## config.mk

```make
export PLATFORM = sky130hd
export DESIGN_NAME = exe_div_seq_flat
export DESIGN_NICKNAME = d
export VERILOG_FILES = /design/src/rtl/exe_div_seq_if.sv /design/src/rtl/exe_div_seq.sv /design/src/flat_wrapper.sv
export SDC_FILE = /design/constraint.sdc
export NUM_CORES = 1
export LEC_CHECK = 0
export CORE_MARGIN = 2
export CORE_UTILIZATION = 40
export CTS_CLUSTER_SIZE = 16
export DETAILED_ROUTE_END_ITERATION = 8
export HOLD_SLACK_MARGIN = 0.12
export PLACE_DENSITY_LB_ADDON = 0.12
export SLEW_MARGIN = 30
export SYNTH_ARGS = -nofsm -noshare
export SYNTH_HDL_FRONTEND = slang
export SYNTH_SLANG_ARGS = --single-unit
```

## constraint.sdc

```tcl
create_clock -name clk -period 5.15 [get_ports clk]
set_clock_uncertainty 0.15 [all_clocks]
set_input_delay 1.03 -clock clk [delete_from_list [all_inputs] [get_ports clk]]
set_output_delay 1.03 -clock clk [all_outputs]
set_load 0.05 [all_outputs]
```

## src/rtl/exe_div_seq_if.sv

```systemverilog
// Request/response bundle between the EXE stage and the divide sequencer.
//   master (EXE side):  drives in_valid, funct3, word32, rs1, rs2, out_ack
//   slave  (divider):   drives in_ready, out_valid, result
interface exe_div_seq_if #(
  parameter int XLEN = 64
);
  logic            in_valid;
  logic            in_ready;
  logic [2:0]      funct3;
  logic            word32;
  logic [XLEN-1:0] rs1;
  logic [XLEN-1:0] rs2;
  logic            out_valid;
  logic            out_ack;
  logic [XLEN-1:0] result;

  modport master (
    output in_valid, funct3, word32, rs1, rs2, out_ack,
    input  in_ready, out_valid, result
  );

  modport slave (
    input  in_valid, funct3, word32, rs1, rs2, out_ack,
    output in_ready, out_valid, result
  );
endinterface

```

## src/rtl/exe_div_seq.sv

```systemverilog
// Multi-cycle RV64M divider (DIV/DIVU/REM/REMU and W forms) beside the EXE ALU.
// Iterative restoring division on operand magnitudes, BPC quotient bits per
// CALC cycle; divide-by-zero and signed overflow bypass the iteration.
//   clk   : clock, rising edge
//   rst   : asynchronous reset, active low
//   flush : abandons any operation in flight, returns to IDLE
//   bus   : request/response bundle (slave side)
//
// state | meaning
// IDLE  | waiting for a request, in_ready=1
// CALC  | restoring-division iterations, counter counts down to 0
// FIX   | sign correction and W-form sign extension of the result
// DONE  | out_valid=1, result held until out_ack
module exe_div_seq #(
  parameter int XLEN = 64,
  parameter int BPC  = 1
) (
  input  logic         clk,
  input  logic         rst,
  input  logic         flush,
  exe_div_seq_if.slave bus
);

  localparam int ITER_D = XLEN / BPC;
  localparam int ITER_W = 32 / BPC;
  localparam int CNT_W  = $clog2(ITER_D + 1);
  localparam logic [CNT_W-1:0] CNT_LOAD_D = CNT_W'(ITER_D - 1);
  localparam logic [CNT_W-1:0] CNT_LOAD_W = CNT_W'(ITER_W - 1);

  typedef enum logic [1:0] {S_IDLE, S_CALC, S_FIX, S_DONE} state_t;

  state_t            state_q, state_d;
  logic [CNT_W-1:0]  cnt_q, cnt_d;
  logic [XLEN-1:0]   rem_q, rem_d;
  logic [XLEN-1:0]   quo_q, quo_d;
  logic [XLEN-1:0]   div_q, div_d;
  logic [XLEN-1:0]   result_q, result_d;
  logic              word_q, word_d;
  logic              rem_op_q, rem_op_d;
  logic              neg_quo_q, neg_quo_d;
  logic              neg_rem_q, neg_rem_d;

  function automatic logic [XLEN-1:0] sext32(input logic [31:0] v);
    return {{(XLEN-32){v[31]}}, v};
  endfunction

  // Operand preparation on the effective width.
  logic            is_signed;
  logic [XLEN-1:0] a_ext, b_ext, a_mag, b_mag, a_res, min_eff, special_res;
  logic            a_neg, b_neg, div_zero, ovf;

  always_comb begin
    is_signed = ~bus.funct3[0];
    if (bus.word32) begin
      a_ext   = is_signed ? sext32(bus.rs1[31:0]) : {{(XLEN-32){1'b0}}, bus.rs1[31:0]};
      b_ext   = is_signed ? sext32(bus.rs2[31:0]) : {{(XLEN-32){1'b0}}, bus.rs2[31:0]};
      a_res   = sext32(bus.rs1[31:0]);
      min_eff = sext32(32'h8000_0000);
    end else begin
      a_ext   = bus.rs1;
      b_ext   = bus.rs2;
      a_res   = bus.rs1;
      min_eff = {1'b1, {(XLEN-1){1'b0}}};
    end
    a_neg    = is_signed & a_ext[XLEN-1];
    b_neg    = is_signed & b_ext[XLEN-1];
    a_mag    = a_neg ? (~a_ext + 1'b1) : a_ext;
    b_mag    = b_neg ? (~b_ext + 1'b1) : b_ext;
    div_zero = (b_ext == '0);
    ovf      = is_signed & (a_ext == min_eff) & (&b_ext);
    // Divide by zero: q = all ones, r = dividend. Overflow: q = dividend, r = 0.
    if (div_zero) special_res = bus.funct3[1] ? a_res : '1;
    else          special_res = bus.funct3[1] ? '0    : a_res;
  end

  // BPC restoring steps per cycle. The dividend is left-aligned in quo_q so the
  // next dividend bit is always the MSB; quotient bits shift in at the LSB.
  logic [XLEN-1:0] step_rem, step_quo;
  logic [XLEN:0]   step_sh, step_diff;

  always_comb begin
    step_rem  = rem_q;
    step_quo  = quo_q;
    step_sh   = '0;
    step_diff = '0;
    for (int i = 0; i < BPC; i++) begin
      step_sh   = {step_rem, step_quo[XLEN-1]};
      step_diff = step_sh - {1'b0, div_q};
      // Borrow out of bit XLEN means the partial remainder is below the divisor.
      step_quo  = {step_quo[XLEN-2:0], ~step_diff[XLEN]};
      step_rem  = step_diff[XLEN] ? step_sh[XLEN-1:0] : step_diff[XLEN-1:0];
    end
  end

  logic [XLEN-1:0] fix_quo, fix_rem, fix_sel, fix_res;

  always_comb begin
    fix_quo = neg_quo_q ? (~quo_q + 1'b1) : quo_q;
    fix_rem = neg_rem_q ? (~rem_q + 1'b1) : rem_q;
    fix_sel = rem_op_q ? fix_rem : fix_quo;
    fix_res = word_q ? sext32(fix_sel[31:0]) : fix_sel;
  end

  always_comb begin
    state_d   = state_q;
    cnt_d     = cnt_q;
    rem_d     = rem_q;
    quo_d     = quo_q;
    div_d     = div_q;
    result_d  = result_q;
    word_d    = word_q;
    rem_op_d  = rem_op_q;
    neg_quo_d = neg_quo_q;
    neg_rem_d = neg_rem_q;
    unique case (state_q)
      S_IDLE: begin
        if (bus.in_valid) begin
          word_d    = bus.word32;
          rem_op_d  = bus.funct3[1];
          neg_quo_d = a_neg ^ b_neg;
          neg_rem_d = a_neg;
          div_d     = b_mag;
          rem_d     = '0;
          quo_d     = bus.word32 ? {a_mag[31:0], {(XLEN-32){1'b0}}} : a_mag;
          cnt_d     = bus.word32 ? CNT_LOAD_W : CNT_LOAD_D;
          if (div_zero || ovf) begin
            result_d = special_res;
            state_d  = S_DONE;
          end else begin
            state_d  = S_CALC;
          end
        end
      end
      S_CALC: begin
        rem_d = step_rem;
        quo_d = step_quo;
        if (cnt_q == '0) state_d = S_FIX;
        else             cnt_d   = cnt_q - 1'b1;
      end
      S_FIX: begin
        result_d = fix_res;
        state_d  = S_DONE;
      end
      S_DONE: begin
        if (bus.out_ack) state_d = S_IDLE;
      end
      default: state_d = S_IDLE;
    endcase
    // Flush wins over accept and ack; a request seen in the same cycle is dropped
    // and the previous result stays put.
    if (flush) begin
      state_d  = S_IDLE;
      result_d = result_q;
    end
  end

  always_ff @(posedge clk or negedge rst) begin
    if (!rst) begin
      state_q   <= S_IDLE;
      cnt_q     <= '0;
      rem_q     <= '0;
      quo_q     <= '0;
      div_q     <= '0;
      result_q  <= '0;
      word_q    <= 1'b0;
      rem_op_q  <= 1'b0;
      neg_quo_q <= 1'b0;
      neg_rem_q <= 1'b0;
    end else begin
      state_q   <= state_d;
      cnt_q     <= cnt_d;
      rem_q     <= rem_d;
      quo_q     <= quo_d;
      div_q     <= div_d;
      result_q  <= result_d;
      word_q    <= word_d;
      rem_op_q  <= rem_op_d;
      neg_quo_q <= neg_quo_d;
      neg_rem_q <= neg_rem_d;
    end
  end

  assign bus.in_ready  = (state_q == S_IDLE);
  assign bus.out_valid = (state_q == S_DONE);
  assign bus.result    = result_q;

endmodule

```

## src/flat_wrapper.sv

```systemverilog
// flat-port wrapper written by rule: the top's interface ports become plain ports
module exe_div_seq_flat 
#(
  parameter int XLEN = 64,
  parameter int BPC  = 1
)
  (clk, rst, flush, bus_in_valid, bus_funct3, bus_word32, bus_rs1, bus_rs2, bus_out_ack, bus_in_ready, bus_out_valid, bus_result);
  exe_div_seq_if #(.XLEN(XLEN)) bus_i ();
  input  logic clk;
  input  logic rst;
  input  logic flush;
  input wire logic [$bits(bus_i.in_valid)-1:0] bus_in_valid;
  input wire logic [$bits(bus_i.funct3)-1:0] bus_funct3;
  input wire logic [$bits(bus_i.word32)-1:0] bus_word32;
  input wire logic [$bits(bus_i.rs1)-1:0] bus_rs1;
  input wire logic [$bits(bus_i.rs2)-1:0] bus_rs2;
  input wire logic [$bits(bus_i.out_ack)-1:0] bus_out_ack;
  output wire logic [$bits(bus_i.in_ready)-1:0] bus_in_ready;
  output wire logic [$bits(bus_i.out_valid)-1:0] bus_out_valid;
  output wire logic [$bits(bus_i.result)-1:0] bus_result;
  assign bus_i.in_valid = bus_in_valid;
  assign bus_i.funct3 = bus_funct3;
  assign bus_i.word32 = bus_word32;
  assign bus_i.rs1 = bus_rs1;
  assign bus_i.rs2 = bus_rs2;
  assign bus_i.out_ack = bus_out_ack;
  assign bus_in_ready = bus_i.in_ready;
  assign bus_out_valid = bus_i.out_valid;
  assign bus_result = bus_i.result;
  exe_div_seq #(.XLEN(XLEN), .BPC(BPC)) u_core (.clk(clk), .rst(rst), .flush(flush), .bus(bus_i));
endmodule
```

==> results.sh <==
export IMPL_min_period_over_period=0.890
export IMPL_slew_headroom=0.331
export IMPL_fp_dieH_um=245
export IMPL_worstRegToRegCells=10
export IMPL_dieArea_um2=60200
export IMPL_dpl_worst_slack_ps=55.0
export IMPL_port_buffers=201
export IMPL_hold_path_class="in -> async"
export IMPL_grt_antenna_before_repair=2
export IMPL_die_w_um=245
export IMPL_yosys_top_cells_area="dfrtp_1 (29%), o21ai_0 (8.4%), xnor2_1 (6.7%)"
export IMPL_clk_latency_ps=570
export IMPL_syn_inst=3082
export IMPL_grt_ovfl_total=0
export IMPL_ctsHtreeMaxLevel=2
export IMPL_p_per_area_nw_per_um2=502
export IMPL_regToRegEndpoint="u_core.bus.result[53]"
export IMPL_ys_seq_elements=269
export IMPL_dp_hpwl_mm=68.6
export IMPL_cts_tree="built"
export IMPL_p_total_uw=13800
export IMPL_switching_share=0.494
export IMPL_clkPwrFrac=0.179
export IMPL_path_cells="clkdlybuf4s50_1 -> or4_1 -> or3_1 -> or4_1 -> or4_1 -> or2_2 -> nor2_1 -> a21oi_1 -> xnor2_1 -> a21oi_1 -> o21ai_0"
export IMPL_r2r_slack_ps=750
export IMPL_worstReg2RegStart="u_core.rem_q[11]"
export IMPL_via_count=23700
export IMPL_grt_max_degree=109
export IMPL_yosys_warnings=0
export IMPL_finalCriticalPeriod_ps=4580
export IMPL_p_switching_uw=6830
export IMPL_synth_most_common_cell="o21ai_0"
export IMPL_leakage_uw=0.0115
export IMPL_cts_buffer_depth=3
export IMPL_worstSetupPathType="in -> reg"
export IMPL_cts_resized=0
export IMPL_ys_flop_type="dfrtp_1"
export IMPL_cpMaxStageDelayCell="or4_1"
export IMPL_routed_wl_mm=89.0
export IMPL_gp_congestion=0.975
export IMPL_ios=203
export IMPL_drive_above_1_share=0.0675
export IMPL_post_cts_setup_buffer_count=0
export IMPL_rows=88
export IMPL_status="completed"
export IMPL_grt_pass1_wl_mm=136
export IMPL_async_flop_share=1.00
export IMPL_path_common_cell="or4_1"
export IMPL_hold_viol=0
export IMPL_comb_power_share=0.554
export IMPL_remaining_drc_errors=0
export IMPL_diodes=0
export IMPL_fin_ws_ps=567
export IMPL_cts_sinks=269
export IMPL_syn_area_per_cell_um2=7.56
export IMPL_whs_ps=173
export IMPL_crit_fanout=4
export IMPL_ir_worst_vdd_uv=407
export IMPL_setup_viol=0
export IMPL_finalMaxSlewViolations=0
export IMPL_fin_nets=3433
export IMPL_ys_seq_area_frac=0.289
export IMPL_cts_hold_buf=0
export IMPL_firstDrtPassIters=8
export IMPL_power_internal_uw=6990
export IMPL_detail_route_vias_per_cell=5.90
export IMPL_synthTopCellsByCount="o21ai_0 (393), nand2_1 (359), a21oi_1 (274)"
export IMPL_synth_cell_types=76
export IMPL_syn2layout_area_growth_pct=18.1
export IMPL_rsz0062_at_grt="no"
export IMPL_yosysTopAreaCellShare=0.289
export IMPL_yosysTopAreaCell="dfrtp_1"
export IMPL_endpoint_kind="flip-flop"
export IMPL_track_usage=0.290
export IMPL_synth_edf_count=0
export IMPL_critPathArrivalTime_ps=4860
export IMPL_design_area_um2=27500
export IMPL_core_area_um2=57600
export IMPL_worstMarginPinSlew_ps=999
export IMPL_initial_core_util=0.405
export IMPL_fmax_ghz=0.218
export IMPL_grt_pass1_vias=22700
export IMPL_cts_buffers=36
export IMPL_drv_cap=0
export IMPL_drtIter0Drc=1931
export IMPL_clkSlewWorstSetupHoldPaths_ps=50
export IMPL_syn_area_um2=23300
export IMPL_finalSetupTns_ps=0
export IMPL_start_kind="input pin"
export IMPL_place_area_um2=26300
export IMPL_ant_nets=0
export IMPL_critical_path_max_stage_delay_ps=660
export IMPL_seqPwrFrac=0.266
export IMPL_cts_root_buffer="clkbuf_16"
export IMPL_routedWlPerCell_um=22.2
export IMPL_required_ps=5420
export IMPL_synth_fp_nets=3295
==> through the flow <==
step	cells	util
after floorplan	3082	-
final	4011	0.478
after detailed placement	3946	0.457
after CTS	4010	0.477
after global placement	3946	0.457
after global routing	4011	0.478
==> logic make-up after synthesis <==
group                    count (synthesis)  synth area share
flip-flops                             269             0.289
adder cells (fa/ha/maj)                104            0.0532
multiplexers                            33            0.0150
AO/OA/AOI/OAI                         1100             0.291
AND/OR/NAND/NOR                        914             0.181
buffers and inverters                  364            0.0588
XOR/XNOR                               298             0.112
==> layout by cell type, fill, tap and decap left out, types with 42 or more instances in the layout <==
master and instances:
o21ai_0 392, nand2_1 358, a21oi_1 272, dfrtp_1 267
nor2_1 227, clkdlybuf4s50_1 199, xnor2_1 178, inv_1 160
xor2_1 120, buf_4 98, o31ai_1 79, ha_1 74
nor4_1 50, nor3_1 47, a22oi_1 47, nand3_1 44
a22o_1 42
==> power by group through the flow <==
stage                     sequential [uW]  combinational (uW)  clock (uW)
after floorplan                      4150                4640           0
after global placement               3660                7490           0
after detailed placement             3690                7560           0
after CTS                            3660                7600        2540
after global routing                 3780                8360        2620
final                                3680                7660        2480
==> worst max-delay path by stage <==
stage,startpoint,end,depth (start not counted)
floorplan,bus_rs2[24],u_core.div_q[61],11
CTS,bus_rs1[21],u_core.quo_q[59],10
global route,bus_rs2[24],u_core.bus.result[60],11
detailed placement,bus_rs1[21],u_core.quo_q[59],10
global placement,bus_rs1[21],u_core.quo_q[59],10
finish,bus_rs1[21],u_core.quo_q[55],11
==> per-layer routing <==
layer	global-route usage	wire, um	up-vias
li1	-	-	11400
met1	0.399	40300	11300
met2	0.458	39400	853
met3	0.0365	5440	147
met4	0.121	3790	2
met5	0	12	-
==> sequential cells by signal, indices dropped and copies added, names as in the netlist <==
signal / cells
u_core.rem_op_q: 1
u_core.rem_q: 64
u_core.neg_quo_q: 1
u_core.quo_q: 64
u_core.bus.result: 64
u_core.div_q: 64
u_core.state_q: 2
u_core.neg_rem_q: 1
u_core.cnt_q: 7
u_core.word_q: 1
==> critical path, delay by kind of cell <==
| family | cells | cell delay (ps) |
|---|---|---|
| AND/OR/NAND/NOR | 6 | 2890 |
| buffers and inverters | 1 | 410 |
| AO/OA/AOI/OAI | 3 | 380 |
| XOR/XNOR | 1 | 140 |
==> layout make-up <==
type	instances	area, um^2
timing repair buffer	302	2820
clock inverter	13	103
sequential	269	6730
tap	765	957
clock buffer	51	1040
fill	5795	30100
inverter	162	608
multi-input combinational	2449	15300
Note: power is estimated with default switching activity, not from simulation.
==> edit: new RTL, same settings <==
Re-encode `state_t` (4 states) as one-hot, 4 bits wide.
--- a/src/rtl/exe_div_seq.sv
+++ b/src/rtl/exe_div_seq.sv
@@ -27,7 +27,7 @@
   localparam logic [CNT_W-1:0] CNT_LOAD_D = CNT_W'(ITER_D - 1);
   localparam logic [CNT_W-1:0] CNT_LOAD_W = CNT_W'(ITER_W - 1);
 
-  typedef enum logic [1:0] {S_IDLE, S_CALC, S_FIX, S_DONE} state_t;
+  typedef enum logic [3:0] {S_IDLE = 4'b0001, S_CALC = 4'b0010, S_FIX = 4'b0100, S_DONE = 4'b1000} state_t;
 
   state_t            state_q, state_d;
   logic [CNT_W-1:0]  cnt_q, cnt_d;
Behaviour: no difference found for any inputs over 4 cycles, from zero or initial values and one cycle with rst low; so few cycles prove little.
==> edit against the unedited design <==
  * Sequential cell count up 2
  * Total power down 32%
  * Largest power group unchanged
  * Highest routed layer unchanged
  * Cell area up 0.14%
  * Die area down 0.74%
  * Setup slack worse by 160 ps
  * Wire length up 3.0%
  * Sequential power down 17%
  * Area after synthesis down 0.76%
==> edit: results (changes against the unedited design) <==
| Metric | Value |
|---|---|
| Number of CTS-inserted buffers | 36 (unchanged) |
| Fraction of registers with async set/reset | 100.0% (unchanged) |
| Status | completed |
| DP HPWL | 70540 microns (+2.8%) |
| Number of library cell types mapped by synthesis | 91 (+20%) |
| First-pass GRT wire length | 139300 microns (+2.8%) |
| DR pass1 iterations | 8 (unchanged) |
| Worst min-delay path class | in2async |
| Max FO, Critical Path | 20 (+16) |
| Clock buffer depth | 3 (unchanged) |
| Final setup violation count | 0 (unchanged) |
| Antenna violations before repair | 3 (+1) |
| Peak supply drop | 0.2668 mV (-34%) |
| RD Place Congestion | 0.9902 (+1.6%) |
| Largest net degree at the start of global routing | 126 (+16%) |
| Root Driver | clkbuf_16 |
| Postcts setup bufs | 0 (unchanged) |
| Synth cell count leaders | nand2_1 (369), a21oi_1 (335), o21ai_0 (329), nor2_1 (288), dfrtp_1 (270) |
| H-tree depth | 2 (unchanged) |
| Switching power share of the total | 42.45% (-7.0 points) |
| Final #Nets | 3479 (+1.3%) |
| Layout cell share with drive strength beyond 1 | 7.622% (+0.88 points) |
| Crit path largest cell delay | 450 ps (-210 ps) |
| Worst path slowest cell | dfrtp_1 |
| Leakage | 11.54 nW (about the same) |
| DR vias | 23825 (+0.68%) |
| I/O Buffers | 201 (unchanged) |
| CP required | 5390 ps (-30 ps) |
| Yosys warning count | 0 (unchanged) |
| Synth area leaders | dfrtp_1 (29%), a21oi_1 (7.3%), o21ai_0 (7.1%) |
| Reg clk slew, reported paths | 60 ps |
| Slew headroom | 31.96% (-1.1 points) |
| Slew Limit Fails | 0 (unchanged) |
| WL final | 91660 microns (+3.0%) |
| Number of global-route vias before repair | 22438 (-1.1%) |
| Clk_lat worst skew | 570 ps (about the same) |
| GRT Resource Usage Total | 30.19% (+1.2 points) |
| First DRT Iteration DRCs | 2089 (+8.2%) |
| Register area share after synthesis | 29.34% (+0.44 points) |
| CTS resizes | 0 (unchanged) |
| Post-Syn Nets | 3330 (+1.1%) |
==> edit: cell types whose count changed in the layout (fill, tap and decap cells not counted), sizes merged, moves of 16 or more <==
cell,unedited run,this run
maj3,28,0
nor3,47,72
buf,103,126
nor4,50,34
a21oi,274,336
a22o,42,23
nor2,227,290
o21ai,397,429
inv,162,139
==> edit: per-layer routing <==
layer / routed length (microns) / part of all wire, % / up-vias / global-route usage [%]
li1: - / - / 11407 / -
met1: 42240 / 46 / 11357 / 42.70
met2: 39810 / 43 / 888 / 46.32
met3: 5605 / 6.1 / 169 / 4.083
met4: 3977 / 4.3 / 4 / 12.28
met5: 23 / 0.025 / - / 0
==> edit: cells by family after synthesis <==
group                    synth area share [%]
AO/OA/AOI/OAI                           28.59
XOR/XNOR                                11.55
buffers and inverters                   5.970
adder cells (fa/ha/maj)                 3.929
multiplexers                           0.5250
flip-flops                              29.34
AND/OR/NAND/NOR                         20.09
==> edit: layout make-up <==
class	count	area [sq um]
inverters	138	518.0
well taps	765	957.2
flip-flops and latches	271	6788
clock inverters	12	106.4
fillers	5781	29810
multi-input cells	2498	15010
clock buffers	49	1051
diodes	1	2.502
repair buffers	325	3118
==> edit: metrics by stage <==
stage	util [%]	hold slack, ps	worst slack (ps)	instances	cell area [sq um]
6_report	48.03	182.4	408.2	4059	27550
3_5_place_dp	45.85	316.7	7.140	3994	26300
3_3_place_gp	45.85	313.7	94.88	3994	26300
4_1_cts	47.87	329.6	354.3	4055	27460
2_1_floorplan	-	298.5	1077	3121	23120
5_1_grt	48.03	188.5	164.1	4058	27550
==> edit: worst paths after layout <==
kind                                       from  slack [ps]                   end  cells past startpoint
setup / recovery               u_core.quo_q[63]         410      u_core.rem_q[62]                     17
hold / removal                              rst         180  u_core.bus.result[3]                      1
setup reg to reg               u_core.quo_q[63]         410      u_core.rem_q[62]                     17
hold reg to reg            u_core.bus.result[7]         330  u_core.bus.result[7]                      1
max in group asynchronous                   rst        3510      u_core.div_q[52]                      3
min in group clk           u_core.bus.result[7]         330  u_core.bus.result[7]                      1
==> edit: worst max-delay path, delay by kind of cell (launching register included) <==
kind / cells / cell delay, ps
AO/OA/AOI/OAI: 9 / 1980
XOR/XNOR: 1 / 340
adder cells (fa/ha/maj): 2 / 650
buffers and inverters: 3 / 730
flip-flops: 1 / 450
AND/OR/NAND/NOR: 2 / 270
==> edit: power by group through the flow <==
| stage | clock [mW] | sequential, mW | combinational (mW) |
|---|---|---|---|
| 2_1_floorplan | 0 | 3.48 | 2.04 |
| 4_1_cts | 2.56 | 3.06 | 3.83 |
| 3_5_place_dp | 0 | 3.09 | 3.80 |
| 3_3_place_gp | 0 | 3.07 | 3.80 |
| 5_1_grt | 2.64 | 3.13 | 4.19 |
| 6_report | 2.51 | 3.07 | 3.86 |
